--- config.mk ---
export PLATFORM = sky130hd
export DESIGN_NAME = bitplane_sequencer
export DESIGN_NICKNAME = d
export VERILOG_FILES = /design/src/rtl/params_pkg.sv /design/src/rtl/bitplane_sequencer.sv
export SDC_FILE = /design/constraint.sdc
export NUM_CORES = 1
export LEC_CHECK = 0
export BUFFER_PORTS_ARGS = -buffer_cell sky130_fd_sc_hd__buf_2
export CAP_MARGIN = 20
export CORE_MARGIN = 10
export CORE_UTILIZATION = 43
export DETAILED_ROUTE_END_ITERATION = 10
export PLACE_DENSITY = 0.67
export REMOVE_ABC_BUFFERS = 1
export SLEW_MARGIN = 20
export SYNTH_ARGS = -nofsm -noshare
export SYNTH_HDL_FRONTEND = slang
export SYNTH_SLANG_ARGS = --single-unit
--- constraint.sdc ---
create_clock -name clk_in -period 1.85 [get_ports clk_in]
set_clock_uncertainty 0.1 [all_clocks]
set_input_delay 0.185 -clock clk_in [delete_from_list [all_inputs] [get_ports clk_in]]
set_output_delay 0.185 -clock clk_in [all_outputs]
set_load 0.05 [all_outputs]
--- src/rtl/params_pkg.sv ---
// ---------------------------------------------------------------------------
// params_pkg
// Shared display-pipeline constants used as parameter defaults by the
// sequencing and timing blocks.
//   BRIGHTNESS_LEVELS : number of binary-weighted bit planes per row
// ---------------------------------------------------------------------------
package params_pkg;
  localparam int BRIGHTNESS_LEVELS = 8;
endpackage

--- src/rtl/bitplane_sequencer.sv ---
// ---------------------------------------------------------------------------
// bitplane_sequencer
// Walks a LED matrix through every (row, bit plane) pair.  For each pair it
// asks the column shifter to load the plane, waits until the previous OE
// window has closed, pulses row_latch to transfer the shifted data to the
// display, records which row/plane is now shown and then advances to the
// next plane (and the next row after the last plane).  The next shift may
// start while the current display window is still running once that window
// is past its overlap point.
//
// Ports
//   clk_in                 : clock, all state changes on the rising edge
//   reset                  : asynchronous, active-high reset
//   enable                 : run request (looked at only between latches)
//   shift_done             : one-cycle pulse, shifter finished loading
//   output_enable          : display OE window currently running
//   exceeded_overlap_time  : OE window is past its overlap point
//   shift_start            : one-cycle request to load load_mask/load_row
//   load_mask              : one-hot plane being loaded
//   load_row               : row being loaded
//   row_latch              : latch pulse, LATCH_CYCLES clocks wide
//   brightness_mask_active : one-hot plane currently displayed
//   row_address            : row currently displayed
//   frame_start            : one-cycle pulse when row 0 plane 0 is latched
// ---------------------------------------------------------------------------
module bitplane_sequencer #(
  parameter int BRIGHTNESS_LEVELS = params_pkg::BRIGHTNESS_LEVELS,
  parameter int ROW_COUNT         = 16,
  parameter int LATCH_CYCLES      = 2
) (
  input  logic                         clk_in,
  input  logic                         reset,
  input  logic                         enable,
  input  logic                         shift_done,
  input  logic                         output_enable,
  input  logic                         exceeded_overlap_time,
  output logic                         shift_start,
  output logic [BRIGHTNESS_LEVELS-1:0] load_mask,
  output logic [$clog2(ROW_COUNT)-1:0] load_row,
  output logic                         row_latch,
  output logic [BRIGHTNESS_LEVELS-1:0] brightness_mask_active,
  output logic [$clog2(ROW_COUNT)-1:0] row_address,
  output logic                         frame_start
);

  localparam int ROW_W = $clog2(ROW_COUNT);
  localparam int CNT_W = (LATCH_CYCLES > 1) ? $clog2(LATCH_CYCLES) : 1;
  localparam logic [CNT_W-1:0] LATCH_LAST = CNT_W'(LATCH_CYCLES - 1);

  localparam logic [2:0] ST_IDLE         = 3'd0;
  localparam logic [2:0] ST_SHIFT_REQ    = 3'd1;
  localparam logic [2:0] ST_SHIFT_WAIT   = 3'd2;
  localparam logic [2:0] ST_OE_WAIT      = 3'd3;
  localparam logic [2:0] ST_LATCH        = 3'd4;
  localparam logic [2:0] ST_ADVANCE      = 3'd5;
  localparam logic [2:0] ST_OVERLAP_WAIT = 3'd6;

  logic [2:0]                   state_q, state_d;
  logic [CNT_W-1:0]             latch_cnt_q, latch_cnt_d;
  logic                         shift_start_q, shift_start_d;
  logic                         row_latch_q, row_latch_d;
  logic                         frame_start_q, frame_start_d;
  logic [BRIGHTNESS_LEVELS-1:0] load_mask_q, load_mask_d;
  logic [BRIGHTNESS_LEVELS-1:0] active_mask_q, active_mask_d;
  logic [ROW_W-1:0]             load_row_q, load_row_d;
  logic [ROW_W-1:0]             row_addr_q, row_addr_d;
  logic                         enter_latch;

  // Next-state logic.  enable is only consulted in IDLE and OVERLAP_WAIT so a
  // latch that has been started always runs through ADVANCE before stopping.
  always_comb begin
    state_d = state_q;
    case (state_q)
      ST_IDLE:         if (enable) state_d = ST_SHIFT_REQ;
      ST_SHIFT_REQ:    state_d = ST_SHIFT_WAIT;
      ST_SHIFT_WAIT:   if (shift_done) state_d = ST_OE_WAIT;
      ST_OE_WAIT:      if (!output_enable) state_d = ST_LATCH;
      ST_LATCH:        if (latch_cnt_q == LATCH_LAST) state_d = ST_ADVANCE;
      ST_ADVANCE:      state_d = ST_OVERLAP_WAIT;
      ST_OVERLAP_WAIT: begin
        if (!enable) begin
          state_d = ST_IDLE;
        end else if (!output_enable || exceeded_overlap_time) begin
          state_d = ST_SHIFT_REQ;
        end
      end
      default:         state_d = ST_IDLE;
    endcase
  end

  // Output and datapath next values.  Pulse outputs are computed from the
  // state being entered so that, once registered, they line up with that
  // state.  The displayed row/plane is captured on the way into LATCH, and
  // the rotate naturally wraps the top plane back to bit 0.
  always_comb begin
    enter_latch   = (state_q == ST_OE_WAIT) && (state_d == ST_LATCH);
    shift_start_d = (state_d == ST_SHIFT_REQ);
    row_latch_d   = (state_d == ST_LATCH);
    frame_start_d = enter_latch && (load_row_q == '0) && load_mask_q[0];
    latch_cnt_d   = '0;
    if ((state_q == ST_LATCH) && (state_d == ST_LATCH)) begin
      latch_cnt_d = latch_cnt_q + CNT_W'(1);
    end
    active_mask_d = enter_latch ? load_mask_q : active_mask_q;
    row_addr_d    = enter_latch ? load_row_q : row_addr_q;
    load_mask_d   = load_mask_q;
    load_row_d    = load_row_q;
    if (state_q == ST_ADVANCE) begin
      load_mask_d = {load_mask_q[BRIGHTNESS_LEVELS-2:0], load_mask_q[BRIGHTNESS_LEVELS-1]};
      if (load_mask_q[BRIGHTNESS_LEVELS-1]) begin
        load_row_d = load_row_q + ROW_W'(1);
      end
    end
  end

  // State registers; reset drops everything back to row 0 plane 0 at once,
  // even in the middle of a latch pulse.
  always_ff @(posedge clk_in or posedge reset) begin
    if (reset) begin
      state_q       <= ST_IDLE;
      latch_cnt_q   <= '0;
      shift_start_q <= 1'b0;
      row_latch_q   <= 1'b0;
      frame_start_q <= 1'b0;
      load_mask_q   <= BRIGHTNESS_LEVELS'(1);
      active_mask_q <= BRIGHTNESS_LEVELS'(1);
      load_row_q    <= '0;
      row_addr_q    <= '0;
    end else begin
      state_q       <= state_d;
      latch_cnt_q   <= latch_cnt_d;
      shift_start_q <= shift_start_d;
      row_latch_q   <= row_latch_d;
      frame_start_q <= frame_start_d;
      load_mask_q   <= load_mask_d;
      active_mask_q <= active_mask_d;
      load_row_q    <= load_row_d;
      row_addr_q    <= row_addr_d;
    end
  end

  assign shift_start            = shift_start_q;
  assign load_mask              = load_mask_q;
  assign load_row               = load_row_q;
  assign row_latch              = row_latch_q;
  assign brightness_mask_active = active_mask_q;
  assign row_address            = row_addr_q;
  assign frame_start            = frame_start_q;

endmodule

==> reports/results.txt <==
status = finished clean
max incr delay on CP = 480 ps
Compound-Gate Fraction of Synth Area = 4.37%
Cells after DPL = 180
met3 wire len = 183 um
main combinational cell family by area after synthesis = simple AND/OR/NAND/NOR gates
worst slew pin tran = 446 ps
Fill cells = 274
Int Pwr = 0.00102 W
layout overhead on the synthesized area = 17.3%
initial DRC count = 57
total setup buffers inserted after CTS = 0
sw frac = 32.5%
CP Max Fanout = 15
clk sinks = 31
CTS tree = built
area of the mapped netlist = 1350 sq um
clk slew on worst S/H paths = 90 ps
CP top delay family = simple AND/OR/NAND/NOR gates
Fmax = 616 MHz
ant diodes = 0
Vias/cell = 4.83
WP data required = 1970 ps
max_slew headroom = 70.3%
DR top layer = met4
Residual DRC = 0
worst path bufs/invs = 0
starting density of the core = 44.5%
async set-reset flop share out of synthesis = 100%
I/O Buffers = 32
vias in the first global route = 931
worst setup path start = state_q[0]
crit share post-route = 87.8%
Post-synth EDFFs = 0
max-slew violations = 0
clock power share = 24.4%
Die Span Y = 76.0 um
first-pass GRT wire length = 4620 um
Root Buffer = clkbuf_4
DP Wirelength = 2010 um
mux contribution to synthesized area = 13.7%
sequential power share = 53.1%
clk buf depth = 2
CP startpoint kind = register
syn avg cell area = 12.5 sq um
die width = 76.0 um
CP arrival = 1740 ps
RSZ-0062 raised after global routing = no
io pins = 33
total met2 wirelength after detailed routing = 1310 um
Post-synth top flop = dfrtp_1
PD cells = 959 nW/um^2
HP Class = input pin to register
FF-to-FF End = brightness_mask_active[5]
Synth Area in Adders = 1.86%
Nets = 152
routed vias = 913
Tmin final = 1620 ps
yosys warns = 0
Seq/Total Area, Yosys = 57.8%
TNS Setup = 0 ps
final hold vios = 0
share of layout cells above drive strength 1 = 40.0%
CORE AREA = 3030 sq um
die area = 5770 sq um
XOR/XNOR share of the synthesized area = 1.95%
Initial DRT Pass Iterations = 4
WS Path Type = register to register
GRT Util Overall = 9.92%
VDD IR max = 0.000617 V
clock latency on the worst-skew pair = 340 ps
most frequent cells in the layout = buf_2, dfrtp_1, nand2_1, mux2_4, mux2_2
Gate power share = 22.5%
Setup Viol. Count Final = 0
antenna viol nets, final = 0
CP cell instances = nor2b_4, and3_4, mux2_2
critical path endpoint = brightness_mask_active[5]
GP Congestion = 0.719
Row Count = 20
largest net degree at the start of global routing = 16
Worst R2R Setup Slack = 230 ps
Levels on crit path = 3
r2r worst-path depth = 3
flops & latches, synth = 31
most common cell after layout, fill and taps aside = buf_2
initial antenna violation count = 0
Gate Count Post-Synth = 108
Max Cap Viol = 0
Pleak = 0.880 nW
number of CTS-inserted buffers = 5
GRT overflow = 0
post-route met1 wirelength = 1140 um
fin cells = 189
Simple-Gate Fraction of Synth Area = 15.1%
FF-to-FF Start = state_q[0]
Psw = 0.000493 W
Cell variety after synth = 32
drt wl/cell = 14.3 um
Routed WL = 2700 um
slowest stage cell, crit path = dfrtp_1
CP Capture Type = register
H-Tree Depth = 2
==> cell usage after synthesis (2+ instances only) <==
cell type	count	area share (%)
dfrtp_1	29	54
mux2_2	7	5.9
buf_6	2	1.7
dfstp_2	2	3.9
xnor2_1	2	1.3
buf_2	2	0.74
mux2_4	7	7.8
nor2_1	4	1.1
nand2_1	23	6.4
ha_1	2	1.9
nand2b_1	2	0.93
inv_1	4	1.1
o21ai_0	2	0.74
nand3_1	2	0.74
==> worst register-to-register path, cell delays in order (launching register included) <==
cell     delay, ps
dfrtp_1        480
nor2b_4        210
and3_4         360
mux2_2         380
==> worst min path at each step <==
stage / from / to / cells after the start
floorplan: reset / brightness_mask_active[1] / 1
finish: enable / shift_start / 3
detailed placement: reset / brightness_mask_active[1] / 2
global route: enable / shift_start / 3
global placement: reset / brightness_mask_active[1] / 2
CTS: enable / shift_start / 3
==> area by class of cell <==
class                      count  area [sq um]  share of cell area (%)
sequential                    31           778                    49.3
multi-input combinational     67           497                    31.5
timing repair buffer          35           185                    11.7
tap                           44          55.1                    3.49
clock buffer                   8          48.8                    3.09
inverter                       4          15.0                   0.951
==> per-stage QoR <==
stage | area (sq um) | power (W) | worst slack, ps | util, % | hold WS (ps)
detailed placement | 1520 | 0.00116 | 232 | 50.2 | 119
finish | 1580 | 0.00151 | 226 | 52.1 | 98.5
CTS | 1580 | 0.00152 | 217 | 52.1 | 92.2
global route | 1580 | 0.00160 | 163 | 52.1 | 110
global placement | 1520 | 0.00114 | 314 | 50.2 | 85.1
floorplan | 1290 | 0.00107 | 319 | - | 187
==> state kept, by name, indices dropped and copies added (netlist names) <==
signal,count
frame_start,1
state_q,3
row_address,4
latch_cnt_q,1
brightness_mask_active,8
row_latch,1
load_row,4
shift_start,1
load_mask,8
==> power groups by stage <==
stage	Sequential, W	Combinational [W]	Clock (W)
finish	0.000805	0.000340	0.000369
global route	0.000814	0.000370	0.000415
CTS	0.000802	0.000345	0.000375
detailed placement	0.000816	0.000339	0
global placement	0.000807	0.000333	0
floorplan	0.000853	0.000214	0
==> repair_timing <==
item | in CTS | in global routing
hold buffers | 1 | 0
gates resized for setup | 0 | 0
endpoints found under the hold margin | 10 | 0
==> kinds of logic (layout without fill, tap and decap cells) <==
group,Yosys count,count (layout)
compound gates,8,8
buf+inv,10,47
flops,31,31
simple gates,40,40
mux,14,14
fa+ha+maj,2,2
xor+xnor,3,3
==> routing by layer <==
metal,GRT usage (%),up-vias
li1,-,435
met1,10.4,446
met2,16.1,27
met3,3.77,5
met4,6.82,0
met5,0,-
(Power assumes the default switching activity.)
